File: config.mk
export PLATFORM = sky130hd
export DESIGN_NAME = pheap_level
export DESIGN_NICKNAME = d
export VERILOG_FILES = /design/src/rtl/pheap_level.sv
export SDC_FILE = /design/constraint.sdc
export NUM_CORES = 1
export LEC_CHECK = 0
export CAP_MARGIN = 15
export CORE_ASPECT_RATIO = 0.5
export CORE_MARGIN = 1.5
export CORE_UTILIZATION = 30
export CTS_BUF_LIST = sky130_fd_sc_hd__clkbuf_2
export DETAILED_ROUTE_END_ITERATION = 8
export PLACE_DENSITY = 0.65
export SLEW_MARGIN = 30
export SYNTH_ARGS = -nofsm -noshare
export SYNTH_HDL_FRONTEND = slang
export SYNTH_SLANG_ARGS = --single-unit
File: constraint.sdc
create_clock -name clk -period 4.88 [get_ports clk]
set_input_delay 0.488 -clock clk [delete_from_list [all_inputs] [get_ports clk]]
set_output_delay 0.488 -clock clk [all_outputs]
set_load 0.02 [all_outputs]
File: src/rtl/pheap_level.sv
// Pipelined heap priority queue: shared types and the generic level stage.
//
// pheapTypes holds the heap geometry and the key/value, entry, opcode and
// handshake types shared by every stage of the heap pipeline.
//
// pheap_level: intermediate/leaf stage for heap level LEV (root is level 1).
// Owns the 2^(LEV-1) nodes of its level and, on a hand-off from the level
// above, performs one LEQ sift-down step or one DEQ refill step on one node.
//   clk, rst_n         clock, asynchronous active-low reset
//   start, op, in      hand-off strobe, opcode and key/value from upstream
//   idx_in             node index targeted at this level
//   rd_pair            pair select for the upstream read port
//   rTopL, rTopR       combinational read of the selected node pair
//   rBotL, rBotR       children of the processed node, read from the level below
//   done               DONE / WAIT / NEXT_LEVEL
//   raddrBot, endPos   pair index and child side handed to the level below
//   out                key/value passed to the level below (LEQ)
//   ovf                one-cycle pulse when a leaf LEQ discards a key

package pheapTypes;
  localparam int unsigned LEVELS = 3;
  localparam int unsigned KEY_W  = 8;
  localparam int unsigned VAL_W  = 8;

  typedef struct packed {
    logic [KEY_W-1:0] key;
    logic [VAL_W-1:0] value;
  } kv_t;

  typedef struct packed {
    kv_t               kv;
    logic [LEVELS-1:0] capacity;
    logic              active;
  } entry_t;

  typedef enum logic {LEQ = 1'b0, DEQ = 1'b1} opcode_t;

  typedef enum logic [1:0] {DONE = 2'd0, WAIT = 2'd1, NEXT_LEVEL = 2'd2} done_t;

  localparam kv_t KV_EMPTY = '0;
endpackage

module pheap_level
  import pheapTypes::*;
#(
  parameter int unsigned  LEV = 2,
  localparam int unsigned NW  = LEV - 1,
  localparam int unsigned RPW = (NW > 1) ? NW - 1 : 1
) (
  input  logic          clk,
  input  logic          rst_n,
  input  logic          start,
  input  opcode_t       op,
  input  kv_t           in,
  input  logic [NW-1:0] idx_in,
  input  logic [RPW-1:0] rd_pair,
  output entry_t        rTopL,
  output entry_t        rTopR,
  input  entry_t        rBotL,
  input  entry_t        rBotR,
  output done_t         done,
  output logic [NW-1:0] raddrBot,
  output logic          endPos,
  output kv_t           out,
  output logic          ovf
);

  localparam int unsigned       Depth  = 1 << NW;
  localparam logic [LEVELS-1:0] CAP0   = LEVELS'((1 << (LEVELS - LEV + 1)) - 1);
  localparam bit                IsLeaf = (LEV == LEVELS);
  localparam entry_t RstEntry = '{kv: KV_EMPTY, capacity: CAP0, active: 1'b0};

  typedef enum logic {StIdle, StProc} state_e;

  state_e        state_q;
  opcode_t       op_q;
  kv_t           kv_q;
  logic [NW-1:0] idx_q;
  entry_t        mem_q [Depth];

  entry_t            n;
  entry_t            wr_entry;
  logic              wr_en;
  logic [LEVELS-1:0] cap_inc;
  logic              l_has_cap;
  logic              r_has_cap;
  logic [NW-1:0]     rd_l;
  logic [NW-1:0]     rd_r;

  // Pair addresses wrap mod 2^NW; at NW==1 this always selects nodes 0 and 1.
  assign rd_l  = NW'({rd_pair, 1'b0});
  assign rd_r  = NW'({rd_pair, 1'b1});
  assign rTopL = mem_q[rd_l];
  assign rTopR = mem_q[rd_r];

  always_comb begin
    n         = mem_q[idx_q];
    done      = DONE;
    endPos    = 1'b0;
    raddrBot  = '0;
    out       = KV_EMPTY;
    ovf       = 1'b0;
    wr_en     = 1'b0;
    wr_entry  = n;
    l_has_cap = (rBotL.capacity != '0);
    r_has_cap = (rBotR.capacity != '0);
    // Saturate before incrementing so an out-of-range capacity cannot wrap.
    cap_inc   = (n.capacity >= CAP0) ? CAP0 : n.capacity + 1'b1;

    unique case (state_q)
      StIdle: begin
        if (start) begin
          done = WAIT;
        end
      end
      StProc: begin
        raddrBot = idx_q;
        wr_en    = 1'b1;
        if (op_q == LEQ) begin
          if (!n.active) begin
            wr_entry.kv       = kv_q;
            wr_entry.capacity = n.capacity - 1'b1;
            wr_entry.active   = 1'b1;
          end else begin
            wr_entry.capacity = (n.capacity == '0) ? '0 : n.capacity - 1'b1;
            // Larger key stays here; a tie keeps the resident entry.
            if (kv_q.key > n.kv.key) begin
              wr_entry.kv = kv_q;
              out         = n.kv;
            end else begin
              out         = kv_q;
            end
            if (IsLeaf) begin
              ovf = 1'b1;
            end else begin
              done = NEXT_LEVEL;
              if (l_has_cap && r_has_cap) begin
                endPos = (rBotL.kv.key <= rBotR.kv.key) ? 1'b0 : 1'b1;
              end else if (l_has_cap) begin
                endPos = 1'b0;
              end else begin
                endPos = 1'b1;
              end
            end
          end
        end else begin
          wr_entry.capacity = cap_inc;
          if (rBotL.active && rBotR.active) begin
            done            = NEXT_LEVEL;
            wr_entry.active = 1'b1;
            if (rBotL.kv.key >= rBotR.kv.key) begin
              wr_entry.kv = rBotL.kv;
              endPos      = 1'b0;
            end else begin
              wr_entry.kv = rBotR.kv;
              endPos      = 1'b1;
            end
          end else if (rBotL.active) begin
            done            = NEXT_LEVEL;
            wr_entry.active = 1'b1;
            wr_entry.kv     = rBotL.kv;
            endPos          = 1'b0;
          end else if (rBotR.active) begin
            done            = NEXT_LEVEL;
            wr_entry.active = 1'b1;
            wr_entry.kv     = rBotR.kv;
            endPos          = 1'b1;
          end else begin
            wr_entry.kv     = KV_EMPTY;
            wr_entry.active = 1'b0;
          end
        end
      end
      default: ;
    endcase
  end

  always_ff @(posedge clk or negedge rst_n) begin
    if (!rst_n) begin
      state_q <= StIdle;
      op_q    <= LEQ;
      kv_q    <= KV_EMPTY;
      idx_q   <= '0;
      for (int i = 0; i < Depth; i++) begin
        mem_q[i] <= RstEntry;
      end
    end else begin
      unique case (state_q)
        StIdle: begin
          if (start) begin
            state_q <= StProc;
            op_q    <= op;
            kv_q    <= in;
            idx_q   <= idx_in;
          end
        end
        StProc:  state_q <= StIdle;
        default: state_q <= StIdle;
      endcase
      if (wr_en) begin
        mem_q[idx_q] <= wr_entry;
      end
    end
  end

endmodule

======== Word level (Yosys, flattened, before mapping) ========
Index checks and enable logic that the tools add are counted.
cells by class
  add/sub/neg operators ................... 2
  magnitude comparators ................... 6
  multiplexer cells ....................... 43
  bitwise gates (word level) .............. 2
  reduce and logical (&&, ||, !) cells .... 7
operator list
  cell                   number
  $mux W16               9
  $mux W20               6
  $bwmux W40             1
  $demux W20 S1          1
  $mux W19               1
  $mux W1                16
  $mux W2                5
  $ge A8 B8 Y1           1
  $gt A8 B8 Y1           1
  $le A8 B8 Y1           1
  $mux W3                2
  $reduce_bool A3 Y1     2
  $pmux W2 S2            1
  $add A3 B1 Y3 const B  1
  $ge A3 B2 Y1 const B   1
  $logic_and A1 B1 Y1    3
  $logic_not A3 Y1       1
  $sub A3 B1 Y3 const B  1
  $ge A2 B2 Y1 const B   1
  $lt A2 B1 Y1 const B   1
  $not A1 Y2             1
  $pmux W1 S2            1
  $reduce_and A2 Y1      1
  $not A1 Y1             1
storage, ports and cells
  flip-flop bits (word level) ............. 59
  bits of input ports ..................... 62
  output and inout bits ................... 61
  logic and storage cells ................. 73

======== Depth between registers and ports, before layout ========
Gate-level depths: netlist of run 1.
  depth in word-level cells ............... 10
  gate-level depth with buffers ........... 13
  mapped depth without buffers ............ 9

======== Least setup slack after synthesis of run 1 ========
OpenSTA, ideal clock, no wires.
  kind .................................... register -> output
  start ................................... reg idx_q
  end ..................................... out out[12] (netlist name)
  data arrival time ....................... 2754 ps
  data required time ...................... 4392 ps
  path slack .............................. 1638 ps
  cell stages (with the launch flop) ...... 12
  buffers on the path ..................... 4
  cells stage by stage .................... dfrtp_1 > buf_4 > buf_4 > mux2_2 > ha_1 > nand4_1 > nor2_1 > a21oi_1 > or2_2 > clkbuf_1 > clkbuf_1 > a211oi_1
RTL lines
  item                      RTL line  text
  start: declaration        78        logic [NW-1:0] idx_q;
  start signal: assignment  194       idx_q <= idx_in;
  end: declaration          64        output kv_t out,

==> reports/results.txt, run 1 <==
Setup slack after layout: 0.4282 ns
Layout net count: 590
Post-CTS Setup Inserts: 0
Post-synth EDFFs: 0
Post-synth net total: 479
Hold Crit Class: in2async
Yosys cell types: 52
Final Hold Viols: 0
Largest net degree at the start of global routing: 60
Antenna violations before repair: 0
I/O Buffers: 120
Root Driver: clkbuf_2
Antenna Nets Post-Route: 0
Cells after DPL: 661
Final cycle utilization of the critical path: 0.9123
CORE AREA: 11980 um^2
Die Ht: 82.06 um
Ys async rst share: 1.000
CTS tree: yes
Num rows: 28
Vias in the first global route: 3318
Sequential-to-total area share from yosys stat: 0.3951
Post-CTS Hold Fix Bufs: 0
Non-Filler Instances: 677
Post-CTS Resized: 0
Setup TNS: 0 ns
Residual DRC count: 0
CP arrival: 3.96 ns
Max_cap viols: 0
Setup violators final: 0
Total global routing overflow: 0
Status: finished clean
RSZ-0062 raised after global routing: no
Peak VDD IR: 190.2 uV
Dpl ws: 0.8454 ns
Area leader, netlist: dfrtp_1
Crit path launch type: flip-flop
Worst rel slew slack: 0.3635
Share of layout cells above drive strength 1: 0.1230
Diode count: 0
Slew Viols, Final: 0
Most common flop cell mapped by yosys: dfrtp_1
Min cycle time layout: 4.452 ns
Clock Path Buffers: 2
Total CTS buffers: 9
R2r worst-path depth: 10
CP Max Fanout: 31
Worst-skew pair later-pin latency: 0.51 ns
Initial DRC Count: 146
WS Path Type: reg2out
Area Growth Syn to Fin: 38.07%
Clock transition at the registers of the reported paths: 0.17 ns
Mean area per synthesized cell: 9.469 um^2
Crit end category: output port
CP required: 4.39 ns
Fmax: 224.6 MHz
Top Ports: 123
Post-DP HPWL: 8766 um
Die width: 161.1 um
Fin util: 0.4321
Syn Std Cell Area: 3750 um^2
Die area: 13220 um^2
Share of the synthesized area in the top cell type: 0.3670
RR Endpoint: mem_q[24]
Drt first pass iters: 4
GRT Total Usage: 0.1780
Yosys warns: 0
Post-Syn Instances: 396
First-pass GRT wire length: 17950 um
WL final: 11520 um
Flop2flop setup slack: 1.91 ns
Reg2Reg Launch Point: idx_q
Clock sink count: 59
Synth top area cells: dfrtp_1, ha_1, a221oi_1, mux2_2, nor2_1
Routed vias/inst: 5.095
Total Power: 0.002701 W
P_leak: 2.116 nW
Worst Tran Pin Value: 0.9517 ns
Initial Utilization: 0.3130
Setup Skew: 0.01772 ns
Routed len/inst: 17.01 um
Vias: 3449
GPL Wtd Cong: 0.8382
Post-synthesis register bit count: 59
H-tree levels: 3
PwrDens: 521.8 nW/um^2
[report_power, final]
part | internal, W | switching, W
clock network | 0.000120 | 0.000181
logic | 0.000686 | 0.000871
registers | 0.000677 | 0.000167
[logic make-up after synthesis]
| logic type | Yosys count | synth area share |
|---|---|---|
| compound gates | 115 | 0.2362 |
| fa+ha+maj | 21 | 0.07007 |
| buf+inv | 48 | 0.05839 |
| flops | 59 | 0.3951 |
| mux | 39 | 0.1104 |
| other cells | 1 | 0.001000 |
| simple gates | 113 | 0.1288 |
[per-stage QoR]
stage / hold slack (ns) / area (um^2)
5_1_grt: 0.1533 / 5177
6_report: 0.1025 / 5177
3_3_place_gp: 0.4745 / 5075
2_1_floorplan: 0.1924 / 3750
4_1_cts: 0.1260 / 5176
3_5_place_dp: 0.4807 / 5075
[Yosys cell counts, types with 7 or more instances]
master / number
a21oi_1: 7
ha_1: 21
a211oi_1: 15
o21ai_0: 26
mux2_2: 19
a221oi_1: 28
clkbuf_1: 16
mux2i_1: 20
a22oi_1: 9
nor2_1: 57
inv_1: 18
nand2_1: 33
dfrtp_1: 55
[worst max-delay path, cell delays in order (launching register included)]
cell,delay (ns)
dfrtp_2,0.62
mux2i_1,0.46
ha_1,0.33
nand4_1,0.10
nor2_1,0.06
a211oi_1,0.28
or2_2,0.54
nor2_1,0.08
a211oi_1,0.31
clkdlybuf4s50_1,0.68
[how the worst max path moves through the flow]
stage	start	end	slack, ns	cells after the start
floorplan	idx_q	out[12]	1.64	11
global placement	idx_q	out[7]	0.83	9
detailed placement	idx_q	out[7]	0.85	9
CTS	idx_q	out[7]	0.23	9
global route	idx_q	out[6]	0.1	9
finish	idx_q	out[7]	0.43	9
[state kept, by name, indices dropped and copies added, names as in the netlist]
signal	cells
mem_q	40
kv_q	16
idx_q	1
state_q	1
op_q	1
[area by class of cell]
cell class / instances / area, um^2
clock buffers: 12 / 60.06
inverters: 19 / 71.32
repair buffers: 129 / 1264
multi-input cells: 289 / 2052
clock inverters: 4 / 41.29
well taps: 165 / 206.4
flip-flops and latches: 59 / 1483
fillers: 1176 / 6804
[per-layer routing]
layer	share of wire	track usage	routed length [um]	vias up
li1	-	-	-	1668
met1	0.46	0.2468	5335	1644
met2	0.45	0.2754	5230	122
met3	0.068	0.04495	782	15
met4	0.015	0.05000	168	0
met5	0	0	0	-
[placed cells by master (no fill, tap or decap), types with 15 or more instances in the layout]
cell type        count
a211oi_1            15
a221oi_1            28
clkdlybuf4s50_1    119
dfrtp_1             54
ha_1                21
inv_1               18
mux2_2              19
mux2i_1             20
nand2_1             33
nor2_1              57
o21ai_0             26
Note: power is estimated with default switching activity, not from simulation.
==> run 2, diff against run 1 <==
--- a/config.mk
+++ b/config.mk
@@ -10,6 +10,7 @@
 export CORE_MARGIN = 1.5
 export CORE_UTILIZATION = 30
 export CTS_BUF_LIST = sky130_fd_sc_hd__clkbuf_2
+export CTS_CLUSTER_SIZE = 16
 export DETAILED_ROUTE_END_ITERATION = 8
 export PLACE_DENSITY = 0.65
 export SLEW_MARGIN = 30
==> results of run 2 <==
Final layout, timing and power as in run 1 (identical DEF).
